===== src/rtl/branch_predictor_dual.sv =====
// Dual-slot 2-bit bimodal branch predictor with D->E prediction tracking and branch/mispredict counters.
// Optional BP_GSHARE_EN: XOR the PHT index with a global history register shifted on each update.
module branch_predictor_dual #(
   parameter int IDX_BITS = 6,
   parameter int CNT_W    = 32
) (
   input  logic             clk,
   input  logic             reset,
   input  logic [31:0]      pcd_a,
   input  logic [31:0]      pcd_b,
   input  logic             branchd_a,
   input  logic             branchd_b,
   input  logic             stalle,
   input  logic             flushe,
   input  logic             branchIsCorrectE_a,
   input  logic             branchIsCorrectE_b,
   output logic             branchPredictedTakenD_a,
   output logic             branchPredictedTakenD_b,
   output logic             mispredictE_a,
   output logic             mispredictE_b,
   output logic [CNT_W-1:0] branch_cnt,
   output logic [CNT_W-1:0] mispredict_cnt
);

   localparam int PHT_N = 1 << IDX_BITS;

   logic [1:0]          r_pht [PHT_N];
   logic                r_valid_a, r_valid_b;
   logic [IDX_BITS-1:0] r_idx_a, r_idx_b;
   logic                r_pred_a, r_pred_b;
   logic [CNT_W-1:0]    r_branch_cnt, r_mispredict_cnt;

   logic [IDX_BITS-1:0] w_idx_a, w_idx_b;
   logic [1:0]          w_rd_a, w_rd_b;
   logic                w_pred_a, w_pred_b;
   logic                w_upd_a, w_upd_b;
   logic                w_taken_a, w_taken_b;
   logic [1:0]          w_new_a, w_base_b, w_new_b;
   logic [1:0]          w_br_inc, w_mp_inc;
   logic [CNT_W:0]      w_br_sum, w_mp_sum;
   logic [CNT_W-1:0]    w_br_next, w_mp_next;
   logic                w_unused_pc;

   function automatic logic [1:0] f_step(input logic [1:0] cnt, input logic taken);
      if (taken) return (cnt == 2'b11) ? 2'b11 : cnt + 2'b01;
      else       return (cnt == 2'b00) ? 2'b00 : cnt - 2'b01;
   endfunction

`ifdef BP_GSHARE_EN
   logic [IDX_BITS-1:0] r_ghr;
   assign w_idx_a = pcd_a[IDX_BITS+1:2] ^ r_ghr;
   assign w_idx_b = pcd_b[IDX_BITS+1:2] ^ r_ghr;

   // Older slot's outcome enters history first when both slots retire together.
   always_ff @(posedge clk) begin
      if (reset)
         r_ghr <= '0;
      else if (w_upd_a && w_upd_b)
         r_ghr <= {r_ghr[IDX_BITS-3:0], w_taken_a, w_taken_b};
      else if (w_upd_a)
         r_ghr <= {r_ghr[IDX_BITS-2:0], w_taken_a};
      else if (w_upd_b)
         r_ghr <= {r_ghr[IDX_BITS-2:0], w_taken_b};
   end
`else
   assign w_idx_a = pcd_a[IDX_BITS+1:2];
   assign w_idx_b = pcd_b[IDX_BITS+1:2];
`endif

   assign w_unused_pc = ^{pcd_a[31:IDX_BITS+2], pcd_a[1:0], pcd_b[31:IDX_BITS+2], pcd_b[1:0]};

   assign w_rd_a   = r_pht[w_idx_a];
   assign w_rd_b   = r_pht[w_idx_b];
   assign w_pred_a = branchd_a & w_rd_a[1];
   assign w_pred_b = branchd_b & w_rd_b[1];

   assign branchPredictedTakenD_a = w_pred_a;
   assign branchPredictedTakenD_b = w_pred_b;

   assign w_upd_a   = r_valid_a & ~stalle;
   assign w_upd_b   = r_valid_b & ~stalle;
   assign w_taken_a = r_pred_a ^ ~branchIsCorrectE_a;
   assign w_taken_b = r_pred_b ^ ~branchIsCorrectE_b;

   // Slot B sees slot A's result when both hit the same entry in one cycle.
   assign w_new_a  = f_step(r_pht[r_idx_a], w_taken_a);
   assign w_base_b = (w_upd_a && (r_idx_a == r_idx_b)) ? w_new_a : r_pht[r_idx_b];
   assign w_new_b  = f_step(w_base_b, w_taken_b);

   always_ff @(posedge clk) begin
      if (reset) begin
         for (int i = 0; i < PHT_N; i++) r_pht[i] <= 2'b01;
      end else begin
         if (w_upd_a) r_pht[r_idx_a] <= w_new_a;
         if (w_upd_b) r_pht[r_idx_b] <= w_new_b;
      end
   end

   always_ff @(posedge clk) begin
      if (reset) begin
         r_valid_a <= 1'b0;
         r_valid_b <= 1'b0;
         r_idx_a   <= '0;
         r_idx_b   <= '0;
         r_pred_a  <= 1'b0;
         r_pred_b  <= 1'b0;
      end else if (flushe) begin
         r_valid_a <= 1'b0;
         r_valid_b <= 1'b0;
      end else if (!stalle) begin
         r_valid_a <= branchd_a;
         r_valid_b <= branchd_b;
         r_idx_a   <= w_idx_a;
         r_idx_b   <= w_idx_b;
         r_pred_a  <= w_pred_a;
         r_pred_b  <= w_pred_b;
      end
   end

   assign mispredictE_a = r_valid_a & ~branchIsCorrectE_a;
   assign mispredictE_b = r_valid_b & ~branchIsCorrectE_b;

   assign w_br_inc  = {1'b0, w_upd_a} + {1'b0, w_upd_b};
   assign w_mp_inc  = {1'b0, w_upd_a & ~branchIsCorrectE_a} + {1'b0, w_upd_b & ~branchIsCorrectE_b};
   assign w_br_sum  = {1'b0, r_branch_cnt} + {{(CNT_W-1){1'b0}}, w_br_inc};
   assign w_mp_sum  = {1'b0, r_mispredict_cnt} + {{(CNT_W-1){1'b0}}, w_mp_inc};
   assign w_br_next = w_br_sum[CNT_W] ? {CNT_W{1'b1}} : w_br_sum[CNT_W-1:0];
   assign w_mp_next = w_mp_sum[CNT_W] ? {CNT_W{1'b1}} : w_mp_sum[CNT_W-1:0];

   always_ff @(posedge clk) begin
      if (reset) begin
         r_branch_cnt     <= '0;
         r_mispredict_cnt <= '0;
      end else begin
         r_branch_cnt     <= w_br_next;
         r_mispredict_cnt <= w_mp_next;
      end
   end

   assign branch_cnt     = r_branch_cnt;
   assign mispredict_cnt = r_mispredict_cnt;

endmodule


===== config.mk =====
export PLATFORM = sky130hd
export DESIGN_NAME = branch_predictor_dual
export DESIGN_NICKNAME = d
export VERILOG_FILES = /design/src/rtl/branch_predictor_dual.sv
export SDC_FILE = /design/constraint.sdc
export NUM_CORES = 1
export LEC_CHECK = 0
export CORE_ASPECT_RATIO = 1.5
export CORE_MARGIN = 2
export CORE_UTILIZATION = 63
export DETAILED_ROUTE_END_ITERATION = 7
export PLACE_DENSITY = 0.95
export SLEW_MARGIN = 20
export SYNTH_ARGS = -nofsm -noshare
export SYNTH_HDL_FRONTEND = slang
export SYNTH_SLANG_ARGS = --single-unit

===== constraint.sdc =====
create_clock -name clk -period 16.1 [get_ports clk]
set_clock_uncertainty 0.2 [all_clocks]
set_input_delay 4.025 -clock clk [delete_from_list [all_inputs] [get_ports clk]]
set_output_delay 4.025 -clock clk [all_outputs]
set_load 0.03 [all_outputs]

==> results of run 1 <==
## metal layers
metal | vias to the layer above | share of wire (%) | track usage, % | wire, um
met2 | 1426 | 45 | 62.97 | 21510
met3 | 478 | 16 | 14.73 | 7655
li1 | 5390 | - | - | -
met5 | - | 0.058 | 0 | 28
met1 | 6131 | 28 | 44.82 | 13340
met4 | 2 | 12 | 32.42 | 5564
## worst max-delay path, cell delays in order
cell and delay [ps]:
clkdlybuf4s50_1 1100, mux4_2 410, mux4_2 550, mux4_2 500, and2_1 200, clkdlybuf4s50_1 600
## area by class of cell
class	instances	area (um2)
clock inverters	8	73.82
well taps	272	340.3
multi-input cells	1087	7868
clock buffers	28	634.4
repair buffers	104	996.0
inverters	11	41.29
fillers	1341	6158
flip-flops and latches	220	5689
## worst paths after layout
kind                            startpoint                       to  slack (ps)  cells after the start
worst max-delay path              pcd_a[3]  branchPredictedTakenD_a        4480                      6
worst min-delay path              r_pred_a                 r_pred_a         280                      2
worst max register to register    register             r_pht[32][0]       11430                     11
worst min register to register    r_pred_a                 r_pred_a         280                      2
## power by group through the flow
stage / combinational, W / clock (W) / sequential, W
after floorplan: 0.000116 / 0 / 0.000620
after global placement: 0.000152 / 0 / 0.000629
after detailed placement: 0.000154 / 0 / 0.000630
after CTS: 0.000156 / 0.000508 / 0.000618
after global routing: 0.000169 / 0.000529 / 0.000620
final: 0.000165 / 0.000515 / 0.000621
## registers in the layout, indices dropped and copies added, names as in the netlist, named ones only
register,count
r_valid_a,1
mispredict_cnt,32
r_pred_b,1
r_valid_b,1
branch_cnt,32
r_pht,128
r_idx_b,6
r_idx_a,6
r_pred_a,1
## cell families after synthesis
| logic type | after synthesis | share of synthesized area (%) |
|---|---|---|
| AND/OR/NAND/NOR | 635 | 21.79 |
| buffers and inverters | 126 | 3.753 |
| multiplexers | 162 | 20.66 |
| XOR/XNOR | 61 | 3.806 |
| flip-flops | 220 | 40.51 |
| AO/OA/AOI/OAI | 223 | 8.879 |
| adder cells (fa/ha/maj) | 6 | 0.6062 |
## synth_stat cells (all sizes together), types with 3 or more instances
| cell | number | area [um2] |
|---|---|---|
| a2111oi | 3 | 26.28 |
| a211oi | 6 | 45.04 |
| a21oi | 120 | 600.6 |
| a221oi | 5 | 43.79 |
| a2bb2oi | 3 | 26.28 |
| a31oi | 7 | 43.79 |
| and2 | 8 | 50.05 |
| and3 | 11 | 68.82 |
| and4 | 3 | 26.28 |
| buf | 37 | 191.4 |
| clkbuf | 78 | 294.0 |
| dfxtp | 92 | 1842 |
| edfxtp | 128 | 3844 |
| inv | 11 | 41.29 |
| mux2 | 9 | 101.4 |
| mux2i | 52 | 524.3 |
| mux4 | 101 | 2275 |
| nand2 | 163 | 611.8 |
| nand2b | 10 | 62.56 |
| nand3 | 90 | 450.4 |
| nand3b | 4 | 30.03 |
| nand4 | 11 | 68.82 |
| nor2 | 168 | 630.6 |
| nor2b | 16 | 100.1 |
| nor3 | 18 | 90.09 |
| nor3b | 4 | 30.03 |
| nor4 | 61 | 381.6 |
| nor4b | 4 | 35.03 |
| o21ai | 65 | 325.3 |
| or2 | 9 | 56.31 |
| or3 | 47 | 294.0 |
| or3b | 3 | 26.28 |
| xnor2 | 22 | 192.7 |
| xor2 | 39 | 341.6 |
## stage by stage
step	instances	area [um2]	hold WS [ps]	total power [W]	utilization [%]
2_1_floorplan	1433	14040	248.8	0.0007366	-
3_3_place_gp	1694	14910	254.4	0.0007812	68.39
3_5_place_dp	1694	14910	265.4	0.0007843	68.41
4_1_cts	1730	15620	274.8	0.001283	71.65
5_1_grt	1730	15640	296.5	0.001318	71.75
6_report	1730	15640	280.2	0.001301	71.75
==> impl_metrics.csv, run 1 <==
group,metric,value,unit
run_status,status,"complete, but fails checks",
run_status,violations,"DRC",
routing,viasPerCell,7.761,
cts,clockRootBuffer,"clkbuf_16",
flow_run,maxCapViolations,0,
routing,routedWlPerCell,27.80,um
cells_and_area,layout_commonest_cell,"nor2_1",
power_and_ir_drop,p_per_area,83.15,nW/um2
routing,ant_nets,0,
power_and_ir_drop,swShare,26.82,%
cts,cts_max_path_buffers,3,
cells_and_area,syn2layout_area_growth,11.45,%
die,ios,140,
power_and_ir_drop,seqPwrFrac,47.7,%
logic_synthesis,avgSynthCellArea,9.795,um2
worst_setup_path,critPathArrivalTime,7400,ps
timing,rsz0062_at_grt,"false",
global_route,antenna_found_initial,1,
worst_setup_path,crit_fanout,17,
logic_synthesis,synthCells,1433,
logic_synthesis,synthFlopType,"edfxtp_1",
timing,slew_headroom,8.532,%
placement,dp_hpwl,30540,um
power_and_ir_drop,p_leak,4.704,nW
timing,max_freq,0.08603,GHz
cts,insertion_delay,510,ps
routing,drt-initial-drc-count,2463,
die,dieHeight,186.8,um
worst_setup_path,critPathRequiredTime,11880,ps
power_and_ir_drop,power_frac_clock,39.6,%
logic_synthesis,synth_edf_count,128,
die,floorplan.initialDensity,64.38,%
global_route,grt_pass1_wl,73830,um
timing,tightest_slew,1367,ps
placement,pre_cts_ws,4631,ps
cts,post_cts_buffers,0,
logic_synthesis,synth.distinct_cells,59,
global_route,grt_max_degree,65,
cts,cts_tree,"done",
die,die_area,23510,um2
placement,io_buffer_count,87,
die,row_count,66,
die,core,21800,um2
cts,post_cts_resize_count,0,
routing,drc,13,
power_and_ir_drop,vdd_drop_max,0.06409,mV
global_route,grt.total_usage,40.61,%
routing,vias,13427,
routing,totalWireLength,48100,um
timing,hold_viol,0,
cts,htree_levels,1,
logic_synthesis,syn-num-nets,1509,
cells_and_area,fin_nets,1521,
routing,drt_pass1_iterations,8,
logic_synthesis,yosys_warnings,0,
cells_and_area,drive_gt1_share,12.62,%
cts,cts.clk_slew.worst_paths,70,ps
cells_and_area,final_cell_mix,"164 x nor2_1, 163 x nand2_1, 128 x edfxtp_1, 120 x a21oi_1, 101 x mux4_2",
timing,period_needed,11620,ps
logic_synthesis,synthesis.area,14040,um2
timing,setup_viol,0,
global_route,grt-ovfl-total,0,
worst_setup_path,worstSetupEndpointType,"output pin",
hold_path,hold_path.class,"register to register",
die,die_w,125.9,um
cts,hold_buffers,0,
worst_setup_path,start_kind,"input port",
timing,post-route-period-util,72.20,%
timing,setup_slack,4476,ps
placement,gp_congestion,1.074,
cts,cts-buffers-inserted,21,
power_and_ir_drop,p_switching,0.0003488,W
logic_synthesis,async_flop_share,0,%
global_route,grt_pass1_vias,13159,
timing,finalSetupTns,0,ps
logic_synthesis,seq_area_frac_synth,40.51,%
timing,drv_slew,0,
cells_and_area,antennaDiodeCount,0,
power_and_ir_drop,combPwrFrac,12.7,%
worst_setup_path,crit_type,"input port to output pin",
cts,cts.sinks,220,
power_and_ir_drop,internal_power,0.0009518,W
logic_synthesis,synth_seq_cells,220,
(Power assumes the default switching activity.)
==> run 2, diff against run 1 <==
--- a/config.mk
+++ b/config.mk
@@ -7,9 +7,9 @@
 export LEC_CHECK = 0
 export CORE_ASPECT_RATIO = 1.5
 export CORE_MARGIN = 2
-export CORE_UTILIZATION = 63
+export CORE_UTILIZATION = 58
 export DETAILED_ROUTE_END_ITERATION = 7
-export PLACE_DENSITY = 0.95
+export PLACE_DENSITY = 0.93
 export SLEW_MARGIN = 20
 export SYNTH_ARGS = -nofsm -noshare
 export SYNTH_HDL_FRONTEND = slang
==> constraint.sdc (replaced) <==
create_clock -name clk -period 11 [get_ports clk]
set_clock_uncertainty 0.2 [all_clocks]
set_input_delay 2.75 -clock clk [delete_from_list [all_inputs] [get_ports clk]]
set_output_delay 2.75 -clock clk [all_outputs]
set_load 0.03 [all_outputs]
==> run 2 against run 1 <==
  * The flow still finishes with violations (DRC)
  * Global-route usage is 1.5 points lower
  * Register-to-register slack worse by 5400 ps
  * Cell area is 0.50% higher
  * Die area is 8.4% higher
  * Hold slack worse by 4.1 ps
  * Largest cell class unchanged
==> impl_metrics.csv, run 2 (synthesis results as in run 1) <==
group,metric,value,unit
worst_setup_path,r2r_cells,10,
timing,max_freq,0.1102,GHz
power_and_ir_drop,power_frac_clock,40.6,%
timing,tightest_slew,1303,ps
routing,routedWlPerCell,27.61,um
cts,cts_max_path_buffers,3,
cells_and_area,fin_nets,1520,
timing,hold_viol,0,
cts,clockRootBuffer,"clkbuf_16",
cells_and_area,fill_cells,1586,
run_status,status,"complete, but fails checks",
cells_and_area,layout_commonest_cell,"nor2_1",
worst_setup_path,cp.buffers_inverters,2,
global_route,grt_pass1_vias,13509,
timing,setup_viol,0,
worst_setup_path,crit_type,"input port to output pin",
cells_and_area,final_cell_mix,"166 x nor2_1, 163 x nand2_1, 128 x edfxtp_1, 120 x a21oi_1, 101 x mux4_2",
hold_path,min_path_cells,2,
global_route,grt-ovfl-total,0,
power_and_ir_drop,p_leak,4.724,nW
routing,totalWireLength,49120,um
hold_path,min_from,"r_pred_b",
routing,ant_nets,0,
worst_setup_path,slowest_delay,1160,ps
power_and_ir_drop,swShare,27.75,%
die,dieHeight,194.5,um
placement,pre_cts_ws,1997,ps
cells_and_area,largest_reg_flops,128,
cells_and_area,largest_register,"r_pht",
cts,hold_buffers,0,
die,core,23740,um2
die,row_count,69,
worst_setup_path,path_delay_family,"buffers and inverters",
timing,finalSetupTns,0,ps
timing,slew_headroom,12.80,%
cells_and_area,drive_gt1_share,12.47,%
worst_setup_path,critPathRequiredTime,8050,ps
placement,gp_congestion,1.055,
die,ios,140,
hold_path,whs_endpoint,"r_pred_b",
power_and_ir_drop,internal_power,0.001400,W
die,floorplan.initialDensity,59.12,%
worst_setup_path,worstSetupEndpointType,"output pin",
die,die_w,131.0,um
run_status,violations,"DRC",
global_route,antenna_found_initial,0,
worst_setup_path,cpMaxStageDelayCell,"clkdlybuf4s50_1",
routing,drt_pass1_iterations,8,
worst_setup_path,start_kind,"input port",
worst_setup_path,r2r_slack,6010,ps
power_and_ir_drop,p_switching,0.0005377,W
routing,viasPerCell,7.581,
routing,drt-initial-drc-count,2234,
cts,insertion_delay,540,ps
power_and_ir_drop,seqPwrFrac,47.2,%
worst_setup_path,critPathArrivalTime,6120,ps
cts,htree_levels,1,
worst_setup_path,worst_path_most_repeated_cell,"mux4_2",
routing,drc,3,
cts,post_cts_resize_count,0,
routing,vias,13487,
power_and_ir_drop,combPwrFrac,12.2,%
worst_setup_path,crit_fanout,17,
power_and_ir_drop,p_per_area,123.2,nW/um2
die,die_area,25490,um2
cts,cts.sinks,220,
timing,post-route-period-util,82.47,%
cts,cts-buffers-inserted,22,
global_route,grt_max_degree,83,
cts,post_cts_buffers,0,
cts,cts_tree,"done",
timing,period_needed,9071,ps
worst_setup_path,worstReg2RegEnd,"r_pht[52][0]",
timing,drv_slew,0,
timing,setup_slack,1929,ps
worst_setup_path,crit_chain,"clkdlybuf4s50_1 -> mux4_2 -> mux4_2 -> mux4_2 -> and2_1 -> clkdlybuf4s50_1",
flow_run,maxCapViolations,0,
global_route,grt_pass1_wl,75200,um
cells_and_area,antennaDiodeCount,0,
placement,dp_hpwl,30330,um
global_route,grt.total_usage,39.13,%
placement,io_buffer_count,87,
cts,cts.clk_slew.worst_paths,60,ps
power_and_ir_drop,vdd_drop_max,0.1077,mV
hold_path,hold_path.class,"register to register",
timing,rsz0062_at_grt,"false",
cells_and_area,syn2layout_area_growth,12.00,%
-- run 2: changes by cell type in the layout (fill, tap and decap cells not counted), sizes merged --
cell	delta
clkinv	+4
buf	-2
clkinvlp	-1
inv	+1
-- run 2: power by group through the flow --
| stage | Combinational, W | Clock [W] | Sequential, W |
|---|---|---|---|
| 5_1_grt | 0.000241 | 0.000810 | 0.000914 |
| 2_1_floorplan | 0.000170 | 0 | 0.000908 |
| 4_1_cts | 0.000224 | 0.000776 | 0.000910 |
| 3_3_place_gp | 0.000219 | 0 | 0.000927 |
| 3_5_place_dp | 0.000222 | 0 | 0.000928 |
| 6_report | 0.000236 | 0.000787 | 0.000914 |
-- run 2: layout make-up --
type | instances | area [um2] | share of cell area, %
Clock inverter | 12 | 116.4 | 0.7402
Clock buffer | 28 | 634.4 | 4.035
Inverter | 11 | 41.29 | 0.2627
Sequential cell | 220 | 5689 | 36.19
Tap cell | 319 | 399.1 | 2.539
Multi-Input combinational cell | 1087 | 7851 | 49.94
Timing Repair Buffer | 102 | 988.4 | 6.288
-- run 2: how the worst max path moves through the flow --
| stage | startpoint | end | depth (start not counted) |
|---|---|---|---|
| 5_1_grt | pcd_b[3] | branchPredictedTakenD_b | 6 |
| 2_1_floorplan | pcd_a[2] | branchPredictedTakenD_a | 6 |
| 6_report | pcd_b[3] | branchPredictedTakenD_b | 6 |
| 3_3_place_gp | pcd_a[3] | branchPredictedTakenD_a | 6 |
| 3_5_place_dp | pcd_a[3] | branchPredictedTakenD_a | 6 |
| 4_1_cts | pcd_a[3] | branchPredictedTakenD_a | 6 |
-- run 2: worst min-delay path, cell delays in order (launching register included) --
cell	delay (ps)
dfxtp_1	320
nand2_1	60
a21oi_1	50
-- run 2: metal layers --
layer | vias to the layer above | GRT usage [%] | routed length [um] | part of all wire, %
li1 | 5389 | - | - | -
met1 | 6119 | 42.26 | 13940 | 28
met2 | 1462 | 60.55 | 22020 | 45
met3 | 517 | 14.89 | 7505 | 15
met4 | 0 | 30.81 | 5651 | 12
met5 | - | 0 | 0 | 0
-- run 2: through the flow --
stage	utilization (%)	hold slack [ps]	instance area [um2]	cells	total power [W]
4_1_cts	66.10	276.7	15690	1778	0.001911
2_1_floorplan	-	248.8	14040	1433	0.001078
5_1_grt	66.21	306.7	15720	1779	0.001965
3_5_place_dp	62.94	268.2	14940	1738	0.001150
6_report	66.21	276.1	15720	1779	0.001937
3_3_place_gp	62.94	256.9	14940	1738	0.001145
